$ cat src/rtl/note_seq_pkg.sv
// note_seq_pkg: shared state encoding, default widths and FIFO entry layout for the note sequencer.
package note_seq_pkg;
    localparam int FREQ_W_DEF = 32;
    localparam int DUR_W_DEF  = 16;

    typedef enum logic [1:0] {IDLE, LOAD, PLAY, GAP} state_t;

    typedef struct packed {
        logic [FREQ_W_DEF-1:0] freq;
        logic [DUR_W_DEF-1:0]  dur;
    } entry_t;
endpackage

$ cat src/rtl/note_fifo.sv
// note_fifo: synchronous FIFO with push/pop/flush, occupancy level and a sticky drop flag.
module note_fifo #(
    parameter int WIDTH = 48,
    parameter int DEPTH = 16
) (
    input  logic                       clk,
    input  logic                       reset,
    input  logic                       push,
    input  logic                       pop,
    input  logic                       flush,
    input  logic [WIDTH-1:0]           din,
    output logic [WIDTH-1:0]           dout,
    output logic [$clog2(DEPTH):0]     level,
    output logic                       full,
    output logic                       empty,
    output logic                       overflow
);
    localparam int AW = $clog2(DEPTH);
    localparam int LW = AW + 1;

    logic [WIDTH-1:0] mem [DEPTH];
    logic [AW-1:0]    wr_ptr, rd_ptr;
    logic             do_push, do_pop;

    assign do_pop  = pop && !empty;
    // a simultaneous pop frees a slot, so a full FIFO still accepts the write
    assign do_push = push && (!full || do_pop);
    assign full    = level == LW'(DEPTH);
    assign empty   = level == '0;
    assign dout    = mem[rd_ptr];

    always_ff @(posedge clk or posedge reset) begin
        if (reset) begin
            wr_ptr   <= '0;
            rd_ptr   <= '0;
            level    <= '0;
            overflow <= 1'b0;
        end else if (flush) begin
            wr_ptr   <= '0;
            rd_ptr   <= '0;
            level    <= '0;
            overflow <= 1'b0;
        end else begin
            if (do_push) wr_ptr <= wr_ptr + 1'b1;
            if (do_pop) rd_ptr <= rd_ptr + 1'b1;
            level <= level + LW'(do_push) - LW'(do_pop);
            if (push && !do_push) overflow <= 1'b1;
        end
    end

    always_ff @(posedge clk) begin
        if (do_push && !flush) mem[wr_ptr] <= din;
    end
endmodule

$ cat src/rtl/note_sequencer.sv
// note_sequencer: plays queued {freq, dur} notes into the Notas generator, one tick = TICK_DIV clks.
// Define NOTE_GAP_EN to insert a GAP_TICKS silent gap after every note.
module note_sequencer
    import note_seq_pkg::*;
#(
    parameter int FREQ_W    = FREQ_W_DEF,
    parameter int DUR_W     = DUR_W_DEF,
    parameter int DEPTH     = 16,
    parameter int TICK_DIV  = 50000,
    parameter int GAP_TICKS = 10
) (
    input  logic                   clk,
    input  logic                   reset,
    input  logic                   wr_en,
    input  logic [FREQ_W-1:0]      wr_freq,
    input  logic [DUR_W-1:0]       wr_dur,
    input  logic                   play,
    input  logic                   abort,
    output logic [FREQ_W-1:0]      freq,
    output logic                   stop,
    output logic                   busy,
    output logic                   note_done,
    output logic                   empty,
    output logic                   full,
    output logic [$clog2(DEPTH):0] level,
    output logic                   overflow
);
    localparam int PW = $clog2(TICK_DIV + 1);
`ifdef NOTE_GAP_EN
    localparam bit GAP_BUILD = 1'b1;
`else
    localparam bit GAP_BUILD = 1'b0;
`endif
    localparam bit GAP_ON = GAP_BUILD && (GAP_TICKS > 0);

    state_t                  state, next;
    logic [FREQ_W+DUR_W-1:0] head;
    logic [FREQ_W-1:0]       cur_freq;
    logic [DUR_W-1:0]        cur_dur, dur_cnt;
    logic [PW-1:0]           presc;
    logic                    fetch, pop, note_end, tick;
`ifdef NOTE_GAP_EN
    logic [15:0]             gap_cnt;
`endif

    note_fifo #(.WIDTH(FREQ_W + DUR_W), .DEPTH(DEPTH)) u_fifo (
        .clk(clk), .reset(reset), .push(wr_en), .pop(pop), .flush(abort),
        .din({wr_freq, wr_dur}), .dout(head), .level(level),
        .full(full), .empty(empty), .overflow(overflow)
    );

    assign fetch = play && !empty;
    assign tick  = presc == PW'(TICK_DIV - 1);
    assign busy  = state != IDLE;

    always_comb begin
        next     = state;
        pop      = 1'b0;
        note_end = 1'b0;
        case (state)
            IDLE: begin
                pop  = fetch;
                next = fetch ? LOAD : IDLE;
            end
            LOAD: next = PLAY;
            PLAY: if (tick && dur_cnt == DUR_W'(1)) begin
                note_end = 1'b1;
                pop      = !GAP_ON && fetch;
                next     = GAP_ON ? GAP : fetch ? LOAD : IDLE;
            end
`ifdef NOTE_GAP_EN
            GAP: if (tick && gap_cnt == 16'd1) begin
                pop  = fetch;
                next = fetch ? LOAD : IDLE;
            end
`endif
            default: next = IDLE;
        endcase
        if (abort) begin
            next     = IDLE;
            pop      = 1'b0;
            note_end = 1'b0;
        end
    end

    always_ff @(posedge clk or posedge reset) begin
        if (reset) begin
            state     <= IDLE;
            freq      <= '0;
            stop      <= 1'b1;
            note_done <= 1'b0;
            presc     <= '0;
            dur_cnt   <= '0;
            cur_freq  <= '0;
            cur_dur   <= '0;
        end else if (abort) begin
            state     <= IDLE;
            freq      <= '0;
            stop      <= 1'b1;
            note_done <= 1'b0;
            presc     <= '0;
        end else begin
            state     <= next;
            note_done <= note_end;
            if (pop) {cur_freq, cur_dur} <= head;
            // the LOAD cycle keeps stop high so Notas always restarts its count cleanly
            if (state == LOAD) begin
                freq    <= cur_freq;
                stop    <= cur_freq == '0;
                dur_cnt <= cur_dur == '0 ? DUR_W'(1) : cur_dur;
                presc   <= '0;
            end else if (state == PLAY || state == GAP) begin
                presc <= tick ? '0 : presc + 1'b1;
            end
            if (note_end) stop <= 1'b1;
            else if (state == PLAY && tick) dur_cnt <= dur_cnt - 1'b1;
        end
    end

`ifdef NOTE_GAP_EN
    always_ff @(posedge clk or posedge reset) begin
        if (reset) gap_cnt <= '0;
        else if (note_end) gap_cnt <= 16'(GAP_TICKS);
        else if (state == GAP && tick) gap_cnt <= gap_cnt - 1'b1;
    end
`endif
endmodule
$ cat config.mk
export PLATFORM = sky130hd
export DESIGN_NAME = note_sequencer
export DESIGN_NICKNAME = d
export VERILOG_FILES = /design/src/rtl/note_seq_pkg.sv /design/src/rtl/note_fifo.sv /design/src/rtl/note_sequencer.sv
export SDC_FILE = /design/constraint.sdc
export NUM_CORES = 1
export LEC_CHECK = 0
export BUFFER_PORTS_ARGS = -buffer_cell sky130_fd_sc_hd__buf_4
export CORE_ASPECT_RATIO = 1.25
export CORE_UTILIZATION = 35
export DETAILED_ROUTE_END_ITERATION = 6
export PLACE_DENSITY_LB_ADDON = 0.12
export RECOVER_POWER = 100
export SYNTH_ARGS = -nofsm -noshare
export SYNTH_HDL_FRONTEND = slang
export SYNTH_SLANG_ARGS = --single-unit
$ cat constraint.sdc
create_clock -name clk -period 5.5 [get_ports clk]
set_clock_uncertainty 0.15 [all_clocks]
set_input_delay 0.55 -clock clk [delete_from_list [all_inputs] [get_ports clk]]
set_output_delay 0.55 -clock clk [all_outputs]
set_load 0.02 [all_outputs]
**After elaboration in Yosys (flattened, before gate mapping)**

Memories as Yosys holds them, arrays and structs flattened. A register that Yosys moved wholly into a read port is not among the register bits.
Index checks and enable logic that the tools add are counted.

- Flip-flop bits (word level): 82
- Bits in writable memories: 768
- Input port bits: 53
- Output and inout bits: 43
- Word-level logic and storage cells: 83
- Memories kept: 1

Memory list:

| memory | depth | width | rd ports | clocked after Yosys merged registers in | write ports | RTL line | source |
|---|---|---|---|---|---|---|---|
| u_fifo.mem | 16 | 48 | 1 | 1 | 1 | note_fifo.sv:21 | `logic [WIDTH-1:0] mem [DEPTH];` |

- $add $sub $neg: 6
- Eq/ne operators: 7
- Mux-type cells: 33
- Bitwise gates (word level): 1
- Reductions and logical operators: 25

Operator list:

| operator | count |
|---|---|
| $mux W16 | 8 |
| $mux W32 | 2 |
| $logic_not A32 Y1 | 1 |
| $add A16 B1 Y16 const B | 1 |
| $eq A16 B1 Y1 const B | 1 |
| $eq A16 B16 Y1 const B | 1 |
| $logic_not A16 Y1 | 1 |
| $mux W4 | 4 |
| $sub A16 B1 Y16 const B | 1 |
| $mux W1 | 14 |
| $reduce_bool A2 Y1 | 5 |
| $add A4 B1 Y4 const B | 2 |
| $logic_and A1 B1 Y1 | 7 |
| $pmux W2 S3 | 1 |
| $reduce_bool A3 Y1 | 2 |
| $add A5 B1 Y5 | 1 |
| $eq A5 B5 Y1 const B | 1 |
| $logic_not A5 Y1 | 1 |
| $mux W5 | 1 |
| $sub A5 B1 Y5 | 1 |
| $eq A2 B2 Y1 const B | 2 |
| $logic_not A1 Y1 | 4 |
| $mux W2 | 2 |
| $ne A3 B3 Y1 const B | 1 |
| 6 further kinds | 7 |

**Longest topological paths before layout**

Gate-level depths: netlist of the first run.

- Depth after elaboration: 13
- Gate-level depth with buffers: 17
- Mapped depth without buffers: 17

**Hierarchy**

Synthesis of the first run repeated with hierarchy kept, for this count alone.

- Cell total of the unflattened synthesis: 2005
- Area total of the unflattened synthesis: 35537.8 µm²

By module, submodules not included:

| module | instances | cells each | area each (µm²) |
|---|---|---|---|
| note_fifo | 1 | 1488 | 30202.7 |
| note_sequencer | 1 | 517 | 5335.1 |

**Least setup slack after synthesis of the first run**

No wires, ideal clock.

- Path type: register to register
- Start point: register presc[12]
- End point: memory u_fifo.mem[11][0], enable pin
- Library setup time: 513 ps
- Data arrival time: 5435 ps
- Data required time: 4837 ps
- Setup slack: -598 ps
- Stages on the path, launching flop included: 6
- Path buffers: 0
- Clock period less this slack: 6098 ps
- Cell sequence: dfrtp_1 > or4b_4 > or4_4 > o31ai_4 > nand3_4 > nor3_1

- Word-level cells in the longest chain between the ends: 11

Ends and longest elaborated chain:

| element | RTL line | source |
|---|---|---|
| start, declared | note_sequencer.sv:40 | `logic [PW-1:0] presc;` |
| start signal, assigned | note_sequencer.sv:113 | `presc <= tick ? '0 : presc + 1'b1;` |
| $eq A16 B16 Y1 | note_sequencer.sv:53 | `assign tick = presc == PW'(TICK_DIV - 1);` |
| $logic_and A1 B1 Y1 | note_sequencer.sv:66 | `PLAY: if (tick && dur_cnt == DUR_W'(1)) begin` |
| $mux W1 | note_sequencer.sv:66 |  |
| $pmux W1 S2 | note_sequencer.sv:60 | `case (state)` |
| $mux W1 | note_sequencer.sv:79 | `if (abort) begin` |
| $logic_and A1 B1 Y1 | note_fifo.sv:25 | `assign do_pop = pop && !empty;` |
| $logic_or A1 B1 Y1 | note_fifo.sv:27 | `assign do_push = push && (!full \|\| do_pop);` |
| $logic_and A1 B1 Y1 | note_fifo.sv:27 |  |
| $logic_and A1 B1 Y1 | note_fifo.sv:52 | `if (do_push && !flush) mem[wr_ptr] <= din;` |
| $mux W1 | note_fifo.sv:52 |  |
| $mux W1 (not written as such) | note_fifo.sv:52 |  |
| end, declared | note_fifo.sv:21 |  |

Every way passes these cells.

**Worst setup path after layout of the first run**

- Start point: register presc[12]
- End point: memory u_fifo.mem[13][7], enable pin

Same word-level chain as after synthesis.

==> results of run 1 <==
-- worst paths after layout --
| path | startpoint | end | depth (start not counted) |
|---|---|---|---|
| max in group asynchronous | reset | freq[7]$_DFFE_PP0P_ | 4 |
| min | wr_en | u_fifo.wr_ptr[0]$_DFFE_PP0P_ | 3 |
| max | presc[12]$_DFFE_PP0P_ | u_fifo.mem[13][7]$_DFFE_PP_ | 6 |
| min in group asynchronous | reset | presc[9]$_DFFE_PP0P_ | 3 |
| max reg2reg | presc[12]$_DFFE_PP0P_ | u_fifo.mem[13][7]$_DFFE_PP_ | 6 |
| min reg2reg | presc[13]$_DFFE_PP0P_ | presc[13]$_DFFE_PP0P_ | 1 |
-- registers in the layout (all words and copies together) (netlist names), 2 cells and up --
register       flops
cur_dur           16
cur_freq          32
dur_cnt           16
freq              32
presc             16
state              2
u_fifo.level       5
u_fifo.mem       768
u_fifo.rd_ptr      4
u_fifo.wr_ptr      4
-- worst max-delay path: stages (launching register included) --
cell      delay [ns]
dfrtp_1         0.41
or4b_1          0.58
or4_1           0.65
o31ai_4         0.53
nand3_1         0.49
nor2_4          0.23
clkbuf_1        1.08
-- layer usage --
layer	global-route usage	up-vias
met3	0.0266	123
li1	-	7641
met1	0.240	9569
met2	0.300	418
met4	0.0520	8
met5	0	-
-- power breakdown --
| part | switching [mW] | internal (mW) |
|---|---|---|
| registers | 0.428 | 7.78 |
| clock network | 2.67 | 3.71 |
| logic | 1.48 | 1.31 |
-- final cells by class --
type                            instances  area, um^2
Inverter                               35         134
Tap cell                             1310        1640
Timing Repair Buffer                  154         882
Clock buffer                          119        2540
Clock inverter                         55         583
Fill cell                            8970       58900
Antenna cell                            2        5.00
Sequential cell                       898       26300
Multi-Input combinational cell        770        8120
-- cell families after synthesis --
group | count (synthesis) | synth area share
compound gates | 209 | 0.0408
xor+xnor | 16 | 0.00400
fa+ha+maj | 15 | 0.00558
buf+inv | 129 | 0.0156
flops | 898 | 0.752
mux | 248 | 0.142
simple gates | 282 | 0.0396
-- cells in the final DEF (no fill, tap or decap), types with 11 or more instances in the layout --
cell	netlist	layout
mux2_2	42	42
nand2_1	130	130
a21oi_1	61	61
nor3_1	15	16
a22oi_1	96	96
dfrtp_1	129	127
inv_1	34	33
clkinv_2	1	19
clkbuf_16	0	94
o22ai_1	11	11
ha_1	14	14
nor2_1	42	33
buf_4	6	36
edfxtp_1	768	768
clkinv_1	0	12
mux4_2	192	192
nand3_1	19	20
nor4_1	17	17
clkbuf_1	62	113
==> results.ini, run 1 <==
[placement]
post-place-ws_ns=1.25
hpwl_mm=54.1
gp_congestion=0.769
dpl.cell_count=3166
portBuffers=95
place_area_mm2=0.0377

[floorplanning]
fp.dieH_um=356
ios=96
die_area_mm2=0.101
fp-row-count=129
core_area_mm2=0.0991
start_util=0.353
die_width_um=285

[layout]
drive_gt1_frac=0.227
nets=2020
area_delta_synth_final_pct=14.9
final_core_util=0.406
stdcell_count=3343
postLayoutCellArea_mm2=0.0402

[detailed_routing]
met2_length_mm=44.7
drtIter0Drc=1358
via_per_inst=5.31
dr_wl_met3_mm=3.91
firstDrtPassIters=5
vias=17800
drc=0
routedWlPerCell_um=26.9
ant_nets=0
routed.top_layer=met5
wl_met1_mm=39.2
drt-total-wl_mm=89.8

[clock_tree]
cts_tree=done
numCtsBuffers=93
cts_resized=0
clk_path_buf_depth=3
cts.sinks=898
clkTransAtPathRegs_ns=0.06
cts_root_buffer=clkbuf_16
cts_hold_buffers=1
insertion_delay_ns=0.67
post_cts_buffers=0
htreeDepth=3

[yosys]
ys_ff_latch=898
syn_inst=1797
syn-num-nets=1865
synthDistinctLibCells=72
synth_area_leaders=edfxtp_1 66%, mux4_2 12%, dfrtp_1 9.2%
syn_area_mm2=0.0350
post-synth-top-area-cell=edfxtp_1
async_flop_share=0.145
synth_edf_count=768
yosysSeqAreaShare=0.752
synthTopCellsByCount=768 x edfxtp_1, 192 x mux4_2, 130 x nand2_1
yosys_warnings=0
yosys.cell_count.top_type=edfxtp_1
synth_top_area_frac=0.659
syn_avg_cell_area_um2=19.5
ys.flop_type=edfxtp_1

[sta]
period_share=0.829
drv_slew=324
rsz0062_at_grt=no
slew_headroom=-0.441
worst_slack_ns=0.940
min_period_ns=4.56
setup_viol=0
fmax_mhz=219
final.setup.tns_ns=0
worst_pin_slew_ns=2.16
hold_viol=0
hold_slack_ns=0.0997

[flow_run]
cap_violations=9

[worst_setup_path]
required_ns=5.60
start_kind=flop
arrival_ns=4.66
cp-end-kind=flop
cp_max_fo=19
path_class=flop to flop
reg2reg_slack_ns=0.94

[pwr]
p_leak_nw=12.9
worst_ir_drop_vdd_v=0.000238
power_mw=17.4
cellPowerDensity_mw_per_mm2=432

[outcome]
violations=max-capacitance violations, max-slew violations
outcome=complete, but fails checks

[global_route]
gr-total-overflow=0
grt_pass1_wl_mm=131
grtUsageTotal=0.178
antenna_found_initial=5
first_global_vias=18600
grt_max_degree=58

[hold_path]
holdCritPathClass=input port to flop

Power figures use the tool's default switching activity.
==> run 2: changes to the inputs <==
==> constraint.sdc (replaced) <==
create_clock -name clk -period 3.8 [get_ports clk]
set_clock_uncertainty 0.15 [all_clocks]
set_input_delay 0.38 -clock clk [delete_from_list [all_inputs] [get_ports clk]]
set_output_delay 0.38 -clock clk [all_outputs]
set_load 0.02 [all_outputs]
==> results.ini, run 2 (same netlist as run 1, synthesis figures left out) <==
[outcome]
outcome=complete, but fails checks
violations=max-capacitance violations, max-slew violations

[pwr]
p_seq_frac=0.473  ; about the same
worst_ir_drop_vdd_v=0.000315  ; +32%
p_int_mw=18.5  ; +45%
p_leak_nw=13.3  ; +2.8%
netSwitchingFraction=0.261  ; -0.00272
p_comb_frac=0.166  ; +0.005
netSwitchingPower_mw=6.53  ; +43%
cellPowerDensity_mw_per_mm2=610  ; +41%
pwr-share-clk=0.361  ; -0.006

[sta]
setup_viol=0  ; unchanged
worst_slack_ns=0.203  ; -0.737 ns
drv_slew=95  ; -71%
slew_headroom=-0.348  ; +0.0936
hold_viol=0  ; unchanged
rsz0062_at_grt=no
fmax_mhz=278  ; +27%
worst_pin_slew_ns=2.02  ; -0.140 ns
period_share=0.947  ; +0.117
min_period_ns=3.60  ; -0.963 ns

[worst_setup_path]
r2r-start=dur_cnt[1]$_DFFE_PP0N_
path_class=flop to flop
endpoint=u_fifo.mem[1][7]$_DFFE_PP_
arrival_ns=3.76  ; -0.90 ns
cp_max_fo=24  ; +5
crit_buf_inv=3  ; +2
r2r-end=u_fifo.mem[1][7]$_DFFE_PP_
slowest_delay_ns=0.56  ; -0.52 ns
cp-end-kind=flop
cp_top_family=simple AND/OR/NAND/NOR gates
critPathSlowestCell=nor3_1
crit_start=dur_cnt[1]$_DFFE_PP0N_
reg2reg_slack_ns=0.20  ; -0.74 ns
cp_cell_sequence=inv_1 > ha_1 > nor3b_1 > nand4_1 > o31ai_4 > buf_4 > nand3b_4 > nor3_1 > buf_12
cp.depth=9  ; +3
reg2reg_depth=9  ; +3
start_kind=flop
required_ns=3.97  ; -1.63 ns

[clock_tree]
clk_path_buf_depth=3  ; unchanged
numCtsBuffers=94  ; +1.1%
cts_resized=0  ; unchanged
cts.sinks=898  ; unchanged
cts_root_buffer=clkbuf_16
insertion_delay_ns=0.65  ; -0.02 ns
clkTransAtPathRegs_ns=0.06  ; about the same
htreeDepth=3  ; unchanged
cts_tree=done

[detailed_routing]
firstDrtPassIters=5  ; unchanged
drtIter0Drc=1399  ; +3.0%
drc=0  ; unchanged
via_per_inst=5.27  ; -0.81%
ant_nets=0  ; unchanged
vias=18000  ; +1.5%
drt-total-wl_mm=89.3  ; -0.53%
routedWlPerCell_um=26.1  ; -2.8%

[layout]
n_antenna_cell=0  ; -2
largest_reg_flops=768  ; unchanged
final_cell_mix=768 x edfxtp_1, 192 x mux4_2, 130 x nand2_1
layout_commonest_cell=edfxtp_1
drive_gt1_frac=0.232  ; +0.00525
area_delta_synth_final_pct=17.4
reg.largest.list=u_fifo.mem x768, cur_freq x32, freq x32
regMostFlops=u_fifo.mem
nets=2100  ; +4.0%
final_core_util=0.415  ; +0.00862

[placement]
hpwl_mm=53.0  ; -2.1%
gp_congestion=0.733  ; -4.8%
portBuffers=95  ; unchanged
post-place-ws_ns=0.346  ; -0.904 ns

[floorplanning]
core_area_mm2=0.0991  ; unchanged
fp.dieH_um=356  ; unchanged
start_util=0.353  ; unchanged
ios=96  ; unchanged
die_area_mm2=0.101  ; unchanged
die_width_um=285  ; unchanged
fp-row-count=129  ; unchanged

[global_route]
gr-total-overflow=0  ; unchanged
grt_pass1_wl_mm=133  ; +1.5%
grt_max_degree=49  ; -16%
antenna_found_initial=0  ; -5
first_global_vias=19300  ; +3.6%
grtUsageTotal=0.179  ; +0.00112

[flow_run]
cap_violations=4  ; -5

[hold_path]
min_from=play
holdCritPathClass=input port to flop

==> run 2: cell types whose count changed in the layout (fill, tap and decap cells not counted), sizes merged, moves of 3 or more <==
cell and change:
dlygate4sd3 +50, clkbuf +25, buf +14, clkinv -6, bufinv -3, inv -3
==> run 2: cell type report <==
type | instances | area (um^2)
Inverter | 35 | 134
Tap cell | 1310 | 1640
Timing Repair Buffer | 233 | 1760
Clock inverter | 45 | 413
Sequential cell | 898 | 26300
Fill cell | 8957 | 58000
Clock buffer | 129 | 2640
Multi-Input combinational cell | 770 | 8180
==> run 2: layer usage <==
layer | wire length (um) | track usage | vias up
met5 | 0 | 0 | -
met4 | 1310 | 0.0425 | 0
met3 | 3520 | 0.0256 | 95
met2 | 45200 | 0.304 | 429
met1 | 39300 | 0.244 | 9703
li1 | - | - | 7793
==> run 2: how the worst min path moves through the flow <==
stage | endpoint | slack, ns | depth (start not counted)
finish | u_fifo.rd_ptr[1]$_DFFE_PP0P_ | 0.09 | 4
global route | u_fifo.rd_ptr[1]$_DFFE_PP0P_ | 0.08 | 4
CTS | u_fifo.rd_ptr[1]$_DFFE_PP0P_ | 0.04 | 4
detailed placement | u_fifo.overflow$_DFFE_PP0P_ | 0.34 | 1
global placement | u_fifo.overflow$_DFFE_PP0P_ | 0.34 | 1
floorplan | presc[13]$_DFFE_PP0P_ | 0.32 | 1
==> run 2: worst register-to-register path: stages (launching register included) <==
cell and delay (ns):
dfrtp_1 0.38, inv_1 0.12, ha_1 0.19, nor3b_1 0.25, nand4_1 0.43, o31ai_4 0.45, buf_4 0.22, nand3b_4 0.17
nor3_1 0.56, buf_12 0.32
==> run 2: per-stage QoR <==
| stage | hold WS, ns | setup TNS, ns | total power [mW] | area (um^2) | instances |
|---|---|---|---|---|---|
| after floorplan | 0.323 | -15.71 | 14.8 | 35200 | 1797 |
| final | 0.0922 | 0 | 25.1 | 41100 | 3420 |
| after CTS | 0.0392 | 0 | 25.6 | 41700 | 3420 |
| after global routing | 0.0790 | 0 | 26.1 | 41100 | 3420 |
| after global placement | 0.335 | 0 | 16.4 | 38200 | 3195 |
| after detailed placement | 0.344 | 0 | 16.4 | 38200 | 3195 |
==> run 2: timing repair <==
item | in CTS | in global routing
hold buffers | 51 | 0
endpoints found under the hold margin | 802 | 0
setup endpoints to repair | 0 | 0
buffers inserted | 0 | 0
==> run 2: power groups by stage <==
stage | logic, mW | clock network [mW] | registers (mW)
6_report | 4.17 | 9.04 | 11.8
5_1_grt | 4.55 | 9.65 | 11.9
4_1_cts | 4.45 | 9.32 | 11.9
3_5_place_dp | 4.39 | 0 | 12.1
3_3_place_gp | 4.36 | 0 | 12.0
2_1_floorplan | 2.97 | 0 | 11.8
